==> config.mk <==
export PLATFORM = sky130hd
export DESIGN_NAME = bbox_frame_scheduler
export DESIGN_NICKNAME = d
export VERILOG_FILES = /design/src/rtl/bbox_pkg.sv /design/src/rtl/bbox_watchdog.sv /design/src/rtl/bbox_frame_scheduler.sv
export SDC_FILE = /design/constraint.sdc
export NUM_CORES = 1
export LEC_CHECK = 0
export CAP_MARGIN = 0
export CORE_MARGIN = 5
export CORE_UTILIZATION = 43
export CTS_BUF_LIST = sky130_fd_sc_hd__clkbuf_4
export DETAILED_ROUTE_END_ITERATION = 16
export GPL_ROUTABILITY_DRIVEN = 0
export PLACE_DENSITY = 0.85
export REMOVE_ABC_BUFFERS = 1
export SETUP_SLACK_MARGIN = 0.2
export SKIP_CTS_REPAIR_TIMING = 1
export SKIP_LAST_GASP = 1
export SLEW_MARGIN = 25
export SYNTH_ARGS = -nofsm -noshare
export SYNTH_HDL_FRONTEND = slang
export SYNTH_SLANG_ARGS = --single-unit
export TNS_END_PERCENT = 1
==> constraint.sdc <==
create_clock -name clk -period 5.75 [get_ports clk]
set_clock_uncertainty 0.1 [all_clocks]
set_input_delay 1.15 -clock clk [delete_from_list [all_inputs] [get_ports clk]]
set_output_delay 1.15 -clock clk [all_outputs]
set_load 0.02 [all_outputs]
==> src/rtl/bbox_pkg.sv <==
// bbox_pkg: shared state encoding, default widths and result box type for the bounding-box scheduler
package bbox_pkg;
  localparam int DEF_ADDR_W = 15;
  localparam int DEF_DATA_W = 16;
  localparam int DEF_COORD_W = 11;
  typedef enum logic [2:0] {IDLE, FILL, START, RUN, PUBLISH} sched_state_t;
  typedef struct packed {
    logic [DEF_COORD_W-1:0] xmin;
    logic [DEF_COORD_W-1:0] xmax;
    logic [DEF_COORD_W-1:0] ymin;
    logic [DEF_COORD_W-1:0] ymax;
  } bbox_t;
endpackage

==> src/rtl/bbox_watchdog.sv <==
// bbox_watchdog: run-cycle counter that flags the last allowed cycle; TIMEOUT of 0 never expires
module bbox_watchdog #(
  parameter int TIMEOUT = 1000000
) (
  input  logic clk,
  input  logic rst_n,
  input  logic clr_i,
  input  logic en_i,
  output logic expired_o
);
  localparam int CW = (TIMEOUT == 0) ? 1 : $clog2(TIMEOUT + 1);
  localparam logic [CW-1:0] LAST = CW'((TIMEOUT == 0) ? 0 : TIMEOUT - 1);
  logic [CW-1:0] cnt_q;
  always_ff @(posedge clk or negedge rst_n)
    if (!rst_n) cnt_q <= '0;
    else if (clr_i) cnt_q <= '0;
    else if (en_i) cnt_q <= cnt_q + CW'(1);
  assign expired_o = (TIMEOUT != 0) && en_i && (cnt_q == LAST);
endmodule

==> src/rtl/bbox_frame_scheduler.sv <==
// bbox_frame_scheduler: runs fill/start/run/publish per frame and muxes the single image RAM port
module bbox_frame_scheduler
  import bbox_pkg::*;
#(
  parameter int ADDR_W  = DEF_ADDR_W,
  parameter int DATA_W  = DEF_DATA_W,
  parameter int COORD_W = DEF_COORD_W,
  parameter int TIMEOUT = 1000000,
  parameter int FID_W   = 8
) (
  input  logic               clk,
  input  logic               rst_n,
  input  logic               enable_i,
  input  logic               wr_req_i,
  input  logic [ADDR_W-1:0]  wr_addr_i,
  input  logic [DATA_W-1:0]  wr_data_i,
  output logic               wr_gnt_o,
  input  logic               frame_wr_done_i,
  output logic               bb_start_o,
  input  logic               bb_done_i,
  input  logic [31:0]        bb_addr_i,
  output logic [DATA_W-1:0]  bb_rddata_o,
  input  logic [COORD_W-1:0] bb_xmin_i,
  input  logic [COORD_W-1:0] bb_xmax_i,
  input  logic [COORD_W-1:0] bb_ymin_i,
  input  logic [COORD_W-1:0] bb_ymax_i,
  output logic [ADDR_W-1:0]  ram_addr_o,
  output logic [DATA_W-1:0]  ram_wrdata_o,
  output logic               ram_we_o,
  input  logic [DATA_W-1:0]  ram_rddata_i,
  output logic               res_valid_o,
  input  logic               res_ready_i,
  output logic [COORD_W-1:0] res_xmin_o,
  output logic [COORD_W-1:0] res_xmax_o,
  output logic [COORD_W-1:0] res_ymin_o,
  output logic [COORD_W-1:0] res_ymax_o,
  output logic               res_err_o,
  output logic [FID_W-1:0]   res_fid_o,
  output logic               ovr_err_o,
  output logic               busy_o
);
  sched_state_t state_q;
  bbox_t res_q, box_d;
  logic res_err_q, ovr_err_q, expired;
  logic [FID_W-1:0] res_fid_q;
  assign box_d = '{xmin: DEF_COORD_W'(bb_xmin_i), xmax: DEF_COORD_W'(bb_xmax_i),
                   ymin: DEF_COORD_W'(bb_ymin_i), ymax: DEF_COORD_W'(bb_ymax_i)};
  bbox_watchdog #(.TIMEOUT(TIMEOUT)) u_wd (
    .clk      (clk),
    .rst_n    (rst_n),
    .clr_i    (state_q == START),
    .en_i     (state_q == RUN),
    .expired_o(expired)
  );
  always_ff @(posedge clk or negedge rst_n)
    if (!rst_n) begin
      state_q   <= IDLE;
      res_q     <= '0;
      res_err_q <= 1'b0;
      res_fid_q <= '0;
      ovr_err_q <= 1'b0;
    end else begin
      if (frame_wr_done_i && state_q != FILL) ovr_err_q <= 1'b1;
      case (state_q)
        IDLE:    if (enable_i) state_q <= FILL;
        FILL:    if (frame_wr_done_i) state_q <= START;
        START:   state_q <= RUN;
        RUN:     if (bb_done_i || expired) begin
                   res_q     <= bb_done_i ? box_d : '0;
                   res_err_q <= !bb_done_i;
                   state_q   <= PUBLISH;
                 end
        PUBLISH: if (res_ready_i) begin
                   res_fid_q <= res_fid_q + 1'b1;
                   state_q   <= enable_i ? FILL : IDLE;
                 end
        default: state_q <= IDLE;
      endcase
    end
  // Port ownership is decoded straight from state so the writer sees its grant the same cycle
  assign wr_gnt_o     = state_q == FILL;
  assign ram_we_o     = wr_gnt_o && wr_req_i;
  assign ram_wrdata_o = wr_gnt_o ? wr_data_i : '0;
  assign ram_addr_o   = wr_gnt_o ? wr_addr_i : (state_q == RUN) ? bb_addr_i[ADDR_W-1:0] : '0;
  assign bb_rddata_o  = ram_rddata_i;
  assign bb_start_o   = state_q == START;
  assign res_valid_o  = state_q == PUBLISH;
  assign res_xmin_o   = COORD_W'(res_q.xmin);
  assign res_xmax_o   = COORD_W'(res_q.xmax);
  assign res_ymin_o   = COORD_W'(res_q.ymin);
  assign res_ymax_o   = COORD_W'(res_q.ymax);
  assign res_err_o    = res_err_q;
  assign res_fid_o    = res_fid_q;
  assign ovr_err_o    = ovr_err_q;
  assign busy_o       = state_q != IDLE;
endmodule
Word-level counts from Yosys, hierarchy flattened
Cells that the tools add are included.
Cells by class
  add/sub/neg operators: 2
  equal/unequal tests: 10
  multiplexer cells: 12
  reduce and logical (&&, ||, !) cells: 11
Operators by type and width (number)
  $mux W44: 1
  $mux W20: 2
  $mux W15: 2
  $add A20 B1 Y20 const B: 1
  $eq A20 B20 Y1 const B: 1
  $mux W16: 1
  $pmux W3 S5: 1
  $mux W3: 4
  $add A8 B1 Y8 const B: 1
  $eq A3 B2 Y1 const B: 2
  $ne A2 B1 Y1 const B: 2
  $ne A2 B2 Y1 const B: 2
  $reduce_and A2 Y1: 2
  $reduce_and A4 Y1: 1
  $eq A3 B1 Y1 const B: 1
  $eq A3 B3 Y1 const B: 1
  $logic_and A1 B1 Y1: 3
  $logic_not A3 Y1: 1
  $ne A3 B1 Y1 const B: 1
  $reduce_bool A3 Y1: 1
  $reduce_bool A2 Y1: 1
  $logic_not A1 Y1: 1
  $logic_or A1 B1 Y1: 1
  $mux W1: 1
Storage, ports and cells
  register bits: 77
  output and inout bits: 106
  word-level logic and storage cells: 44

Longest topological paths before layout
Gate-level depths: netlist of run 1.
  word-level depth: 5
  mapped depth: 8
  gate-level depth less buffers: 5

Cells and area by module
A second synthesis of run 1 with hierarchy kept.
Unflattened totals
  cells, all modules: 318
  area total of the unflattened synthesis: 3679.8 µm²
Modules (own cells, without submodules)
  bbox_frame_scheduler: times used 1, cells each 209, area each 2583.7 µm², seq. area each 1426.4 µm²
  bbox_watchdog: times used 1, cells each 109, area each 1096.1 µm², seq. area each 500.5 µm²

Least setup slack after synthesis of run 1
OpenSTA, ideal clock, no wires.
  kind: register -> output
  start point: register state_q[2]
  end point: output port ram_wrdata_o[10]
  data arrival time: 1.600 ns
  required time: 4.500 ns
  setup slack: 2.900 ns
  stages on the path, launching flop included: 6
  path through: dfrtp_1 clkbuf_1 nand2b_1 nor2_1 clkbuf_1 and2_1
On the way
  longest elaborated chain between the ends: 2
Ends and longest elaborated chain
  start, declared: RTL line bbox_frame_scheduler.sv:42  | sched_state_t state_q;
  start signal, assigned: RTL line bbox_frame_scheduler.sv:75  | state_q <= enable_i ? FILL : IDLE;
  $eq A3 B1 Y1: RTL line bbox_frame_scheduler.sv:81  | assign wr_gnt_o = state_q == FILL;
  net wr_gnt_o: RTL line bbox_frame_scheduler.sv:17  | output logic wr_gnt_o,
  $mux W16: RTL line bbox_frame_scheduler.sv:83  | assign ram_wrdata_o = wr_gnt_o ? wr_data_i : '0;
  end, declared: RTL line bbox_frame_scheduler.sv:28  | output logic [DATA_W-1:0] ram_wrdata_o,
The timed path passes the listed nets, and every way through them passes these cells.

Worst setup path in the final report of run 1
  start point: register state_q[0]
  end point: output port ram_addr_o[8]
On the way
  longest elaborated chain between the ends: 3
Ends and longest elaborated chain
  $eq A3 B2 Y1: RTL line bbox_frame_scheduler.sv:84  | assign ram_addr_o = wr_gnt_o ? wr_addr_i : (state_q == RUN) ? bb_addr_i[ADDR_W-1:0] : '0;
  $mux W15: RTL line bbox_frame_scheduler.sv:84
  $mux W15 (*): RTL line bbox_frame_scheduler.sv:84
  end, declared: RTL line bbox_frame_scheduler.sv:27  | output logic [ADDR_W-1:0] ram_addr_o,
Every way passes the cells marked *; elsewhere a longest branch is shown, timed or not.

==> results of run 1 <==
[where the power goes]
| part | switching (W) | internal (W) | total [W] |
|---|---|---|---|
| registers | 0.000145 | 0.000679 | 0.000824 |
| logic | 0.000703 | 0.000680 | 0.00138 |
| clock network | 0.000192 | 0.000137 | 0.000329 |
[sequential cells by signal, summed over array words and instances (netlist names)]
name and count:
u_wd.cnt_q 20, res_fid_o 8, ovr_err_o 1, res_ymin_o 11
res_err_o 1, res_xmax_o 11, state_q 3, res_ymax_o 11
res_xmin_o 11
[per-layer routing]
metal / global-route usage (%) / up-vias
met1: 24.2 / 1896
met4: 8.75 / 2
met5: 3.81 / -
met2: 36.7 / 191
met3: 8.28 / 19
li1: - / 1834
[synth_stat cells, drive strengths merged]
master and instances:
o21bai 1, dfrtp 77, clkbuf 21, o32a 1, mux2i 2, a211o 1
nand3b 1, or3 7, a22o 17, xor2 3, o221ai 1, nand4 5
a22oi 44, buf 25, xnor2 8, nor3b 1, mux2 1, and2 18
and4bb 1, and4 3, a41o 1, nor2 16, nor2b 1, a21oi 10
and3b 1, nand2b 46, or3b 1, o22a 1, o31ai 4, nor3 3
nor4 4, or4b 1, a31oi 1, a2bb2oi 1, nand4b 1, nand2 19
and4b 1, nand3 5, a31o 1, inv 6, ha 2, or4 5
o21ai 55
[stage by stage]
step,worst slack [ps],hold WS [ps],utilization [%]
6_report,1870,381,65.4
4_1_cts,1520,384,65.1
3_5_place_dp,2000,363,63.6
3_3_place_gp,2050,358,63.6
5_1_grt,1710,417,65.4
2_1_floorplan,2390,389,-
[cells by family (layout without fill, tap and decap cells)]
family / after synthesis / after routing
simple gates: 140 / 140
compound gates: 139 / 139
flops: 77 / 77
buf+inv: 52 / 212
xor+xnor: 11 / 11
mux: 3 / 3
fa+ha+maj: 2 / 2
other cells: 0 / 3
[path summary, 6_finish.rpt]
path	to	start	cells after the start
max	ram_addr_o[8]	state_q[0]$_DFFE_PN0P_	3
min	res_fid_o[7]$_DFFE_PN0P_	res_fid_o[7]$_DFFE_PN0P_	1
max reg2reg	res_ymin_o[9]$_DFFE_PN0P_	state_q[0]$_DFFE_PN0P_	5
min reg2reg	res_fid_o[7]$_DFFE_PN0P_	res_fid_o[7]$_DFFE_PN0P_	1
max in group asynchronous	ovr_err_o$_DFFE_PN0P_	rst_n	1
min in group asynchronous	u_wd.cnt_q[16]$_DFFE_PN0P_	rst_n	1
[layout make-up]
cell class / instances / area (sq um) / area share [%]
Antenna cell: 3 / 7.51 / 0.124
Clock buffer: 10 / 75.1 / 1.24
Clock inverter: 6 / 62.6 / 1.03
Inverter: 6 / 22.5 / 0.371
Multi-Input combinational cell: 295 / 1920 / 31.6
Sequential cell: 77 / 1930 / 31.8
Tap cell: 129 / 161 / 2.66
Timing Repair Buffer: 190 / 1890 / 31.2
==> impl.org, run 1 <==
** Timing
- Final hold vios :: 0
- Setup TNS after final layout :: 0 ps
- Setup-failing EPs final :: 0
- The final-report max-slew violation count is 0.
- Maximum achievable frequency :: 0.257 GHz
- Max-Slew Margin vs Limit :: 39.8%
- Fraction of the cycle the final worst path needs :: 67.6%
- Setup repair after global routing missed its margin :: no
- Final critical-path required period :: 3880 ps
- At the pin with the least slew margin, the transition time is 901 ps.

** Power and ir drop
- The analysis attributes to cell leakage a power of 2.39 nW.
- Overall power consumption after layout is estimated at 0.00254 W.
- Pwr per Cell Area :: 418 nW/um^2
- VDD sags by at most 0.230 mV.

** Drt
- The first TritonRoute pass finished after 4 iterations.
- Wire length per cell :: 18.1 um
- The routed design has 13000 um of wire.
- Iter 0 DRT Violations :: 182
- In the routed design, unresolved DRC markers number 0.
- Wire length on met3 :: 1350 um
- In the detailed route, the total length drawn on met2 is 6510 um.
- The detail route stage leaves a number of antenna-violating nets equal to 0.
- Uppermost layer routed :: met5
- Using the TritonRoute via totals, the vias-per-cell ratio works out to 5.51.
- Total vias in the final route :: 3942
- Routed met1 length :: 4800 um

** Worst setup path
- Setup slack of the worst register-to-register path :: 2980 ps
- Cell family contributing the most delay on the critical path :: simple AND/OR/NAND/NOR gates
- CP Cell Sequence :: and3b_1 -> a22o_1 -> clkdlybuf4s50_1
- On the worst path, the slowest cell contributes a delay of 710 ps.
- STA puts the critical path data required time at 4500 ps.
- The critical path is of the flip-flop to primary output type.
- Largest fanout on the critical path :: 18
- The worst setup path is launched from a flip-flop.
- Kind of end point of the critical path :: primary output
- Arrival @ worst endpoint :: 2630 ps
- Critical-path top delay cell :: sky130_fd_sc_hd__and3b_1
- CP Buf/Inv Count :: 1

** Die
- The floorplan step defined a core boundary enclosing 9280 sq um.
- From bottom edge to top edge, the die measures 108 um.
- 236 I/O pins were placed.
- From left edge to right edge, the die measures 108 um.
- Once the floorplan was initialized, standard cells occupied 44.2% of the core.
- Std-Cell Rows :: 35
- Die area :: 11600 sq um

** Clocking
- CTS Root Cell :: sky130_fd_sc_hd__clkbuf_4
- In this run, CTS created clock tree buffers numbering 9.
- For the worst-skew pair, the clock arrives at the later sink with an insertion delay of 410 ps.
- Count of H-tree levels built during CTS :: 3
- Number of clock sinks :: 77
- The clock passes through at most 2 buffers.
- Register clock-pin slew on the reported worst setup and hold paths :: 130 ps
- TritonCTS clock tree :: done

** Logic synthesis
- Unique masters post-synth :: 48
- Synth warn :: 0
- Post-synthesis area per instance :: 9.67 sq um
- Ranking of synthesized cells by area :: sky130_fd_sc_hd__dfrtp_1 (47%), sky130_fd_sc_hd__a22oi_1 (8.1%), sky130_fd_sc_hd__nand2b_1 (7.0%), sky130_fd_sc_hd__o21ai_0 (6.5%), sky130_fd_sc_hd__a22o_1 (3.6%)
- Compound-Gate Fraction of Synth Area :: 22.2%
- Of the post-synthesis cell area, the part taken by muxes is 0.763%.
- After synthesis the cells add up to 4100 sq um.
- Counting every instance in the synthesized netlist gives 424.
- The largest total area in the synthesized netlist belongs to sky130_fd_sc_hd__dfrtp_1.
- After synthesis, the largest area contributor takes up 47.0% of total cell area.
- After Yosys synthesis, and, or, nand and nor cells account for 20.5% of the synthesized area.
- Synthesized-area fraction occupied by xor and xnor cells :: 2.35%
- Sequential fraction of the synthesis area :: 47.0%
- After synthesis, the largest family of logic cells by area is compound AO/OA/AOI/OAI gates.
- Area share of fa/ha/maj cells after synthesis :: 0.610%
- After synthesis the netlist holds a flip-flop and latch count of 77.

** Final layout
- Final std cells w/o fill :: 716
- Most frequent cells in the layout :: sky130_fd_sc_hd__clkdlybuf4s50_1 (185), sky130_fd_sc_hd__dfrtp_1 (77), sky130_fd_sc_hd__o21ai_0 (53)
- From synthesis to final layout, the design area changed by 48.0%.
- The library cell used most frequently in the layout, excluding fill and tap cells, is sky130_fd_sc_hd__clkdlybuf4s50_1.
- Filler cell count :: 758
- The net count of the finished layout is 711.
- The post-route netlist has 4.97% of its cells at a drive strength greater than 1.
- After routing the design area is 6070 sq um.

** Place
- In this run the cell area measured after placement is 5910 sq um.
- Placed wire-length estimate after detailed placement :: 9620 um
- Counting tap cells, the placed design contains a total of 697 instances.
- Buffers placed on the I/O ports in this run total 186.

** GRT
- The via count of the first global-routing pass is 3921.
- Global-route wire length before repair :: 20000 um
- Initial antenna violation count :: 3
- Global routing consumed, over all layers together, 21.7% of the routing resources.
- For this run the aggregate overflow at the end of global routing stands at 0.
- Maximum number of pins on one net before global-route repair :: 78

** Job
- Max capacitance violation total :: 0

** Run status
- Status :: finished, final reports clean

** Worst hold path
- Hold Crit Class :: flip-flop to flip-flop
No activity file was read; power rests on OpenSTA's default activity.
==> inputs of run 2 (changes only) <==
CORE_UTILIZATION = 36   (was 43)
PLACE_DENSITY = 0.76   (was 0.85)
clock period = 3.4 ns   (was 5.75 ns; I/O delays follow)
==> run 2 against run 1 <==
Net effect:
- first-iteration DRC count fell by 3.3%
- power rose by 77%
- cell count rose by 2.2%
- utilization fell by 11 points
- sequential share of layout area fell by 0.43 points
- critical path depth rose by 3
- clock power rose by 120%
- count of clock-buffer cells in the layout did not move
- largest cell class unchanged
==> impl.org, run 2 (synthesis gave the netlist of run 1 again) <==
** Run status
- Status :: finished, final reports clean

** Timing
- Final hold vios :: 0
- Setup TNS after final layout :: 0 ps
- The final-report max-slew violation count is 0.
- Of the available clock period, the critical path in the final layout requires 89.5%.
- Setup repair after global routing left no endpoint under its margin.
- Final critical-path required period :: 3040 ps
- For the pin with the worst max-slew slack, the measured transition is 860 ps.
- Maximum achievable frequency :: 0.328 GHz
- Setup violations remaining at the end of the flow were counted as 0.
- Max-Slew Margin vs Limit :: 42.7%

** Worst setup path
- Across all register-to-register paths, the minimum setup slack is 1010 ps.
- Type of the worst setup path :: flip-flop to primary output
- Arrival @ worst endpoint :: 2260 ps
- Largest fanout on the critical path :: 34
- STA classifies the critical path startpoint as a flip-flop.
- Worst endpoint required time :: 2620 ps
- STA classifies the critical path endpoint as a primary output.

** Die
- Starting density of the core :: 36.4%
- Std-Cell Rows :: 39
- Core Region :: 11300 sq um
- From left edge to right edge, the die measures 117 um.
- The die covers 13600 sq um.
- Chip Height :: 117 um
- Pin placement for this block handled 236 I/O pins.

** Final layout
- Most frequent cells in the layout :: sky130_fd_sc_hd__clkdlybuf4s50_1 (185), sky130_fd_sc_hd__dfrtp_1 (74), sky130_fd_sc_hd__o21ai_0 (53)
- The library cell used most frequently in the layout, excluding fill and tap cells, is sky130_fd_sc_hd__clkdlybuf4s50_1.
- The finished cells cover 6160 sq um.
- The register with the most flip-flops in the layout has 20 of them.
- Layout cell share with drive strength beyond 1 :: 6.46%
- From synthesis to final layout, the design area changed by 50.3%.
- Number of nets in the layout :: 715
- Top reg by flops :: u_wd.cnt_q

** Clocking
- The tree is rooted in a sky130_fd_sc_hd__clkbuf_4.
- In this run, CTS created clock tree buffers numbering 9.
- The later pin in the worst-skew pair is clocked with a latency of 420 ps.
- TritonCTS clock tree :: done
- After clock tree synthesis, the clock-pin slew on the worst setup and hold paths is 130 ps.
- The clock passes through at most 2 buffers.
- Number of clock sinks :: 77
- Count of H-tree levels built during CTS :: 3

** Drt
- Final WL :: 12800 um
- After detailed routing, the number of vias per cell comes to 5.38.
- In the final routed layout, each cell accounts on average for 17.5 um.
- Post-route DRC violation count :: 0
- The routed layout has 3935 vias.
- Iter 0 DRT Violations :: 176
- Antenna Nets Post-Route :: 0
- DRT Pass-1 Iters :: 4

** GRT
- The via count of the first global-routing pass was 4005.
- Initial antenna violation count :: 1
- The first global-routing pass estimated 19800 um of wire.
- Maximum number of pins on one net before global-route repair :: 78
- Global routing used 18.2% of the available tracks across all layers.
- Global routing finished with a remaining overflow of 0.

** Place
- Detailed placement ended at an HPWL of 9340 um.
- Summing all placed instances gives a cell area of 5960 sq um.
- Input and output buffers added on the ports amount to 186.

** Job
- Max capacitance violation total :: 0

** Power and ir drop
- Leakage Power :: 2.43 nW
- VDD sags by at most 0.350 mV.
- In this run the power density over the cells is 727 nW/um^2.

** Worst hold path
- The tightest min-delay check is of the primary input to asynchronous set/reset pin type.
==> run 2: per-stage QoR <==
step | setup WS [ps] | std cells | total power, W | hold slack (ps) | utilization, %
2_1_floorplan | 510 | 378 | 0.00262 | 284 | -
3_3_place_gp | 639 | 715 | 0.00372 | 359 | 52.8
3_5_place_dp | 575 | 715 | 0.00379 | 373 | 52.8
4_1_cts | 74.1 | 731 | 0.00452 | 332 | 54.5
5_1_grt | 216 | 732 | 0.00479 | 199 | 54.7
6_report | 356 | 732 | 0.00448 | 182 | 54.7
==> run 2: final cells by class <==
type,count,area (sq um)
fill,1002,5110
sequential,77,1930
timing repair buffer,194,1930
multi-input combinational,295,1920
tap,143,179
clock inverter,6,110
clock buffer,10,75.1
inverter,6,22.5
antenna,1,2.50
==> run 2: worst max-delay path: stages (launching register included) <==
cell,delay (ps)
sky130_fd_sc_hd__dfrtp_2,450
sky130_fd_sc_hd__buf_4,180
sky130_fd_sc_hd__nand2b_1,90
sky130_fd_sc_hd__nor2_2,100
sky130_fd_sc_hd__buf_6,230
sky130_fd_sc_hd__a22o_1,200
sky130_fd_sc_hd__clkdlybuf4s50_1,610
==> run 2: per-layer routing <==
| layer | vias up | GRT usage [%] | wire, um |
|---|---|---|---|
| li1 | 1837 | - | - |
| met1 | 1866 | 20.8 | 4770 |
| met2 | 217 | 29.6 | 5960 |
| met3 | 15 | 9.12 | 1860 |
| met4 | 0 | 6.04 | 221 |
| met5 | - | 1.85 | 0 |
==> run 2: path summary, 6_finish.rpt <==
check	start	endpoint	cells after the start
min	rst_n	res_xmax_o[5]$_DFFE_PN0P_	1
max reg2reg	u_wd.cnt_q[0]$_DFFE_PN0P_	res_xmin_o[10]$_DFFE_PN0P_	6
max in group asynchronous	rst_n	state_q[0]$_DFFE_PN0P_	1
min in group clk	res_fid_o[7]$_DFFE_PN0P_	res_fid_o[7]$_DFFE_PN0P_	1
max	state_q[0]$_DFFE_PN0P_	ram_addr_o[14]	6
min reg2reg	res_fid_o[7]$_DFFE_PN0P_	res_fid_o[7]$_DFFE_PN0P_	1
==> run 2: report_power, final <==
group	leakage, nW	internal [W]	switching (W)
Combinational	1.46	0.00118	0.00120
Clock	0.0947	0.000381	0.000330
Sequential	0.881	0.00115	0.000230
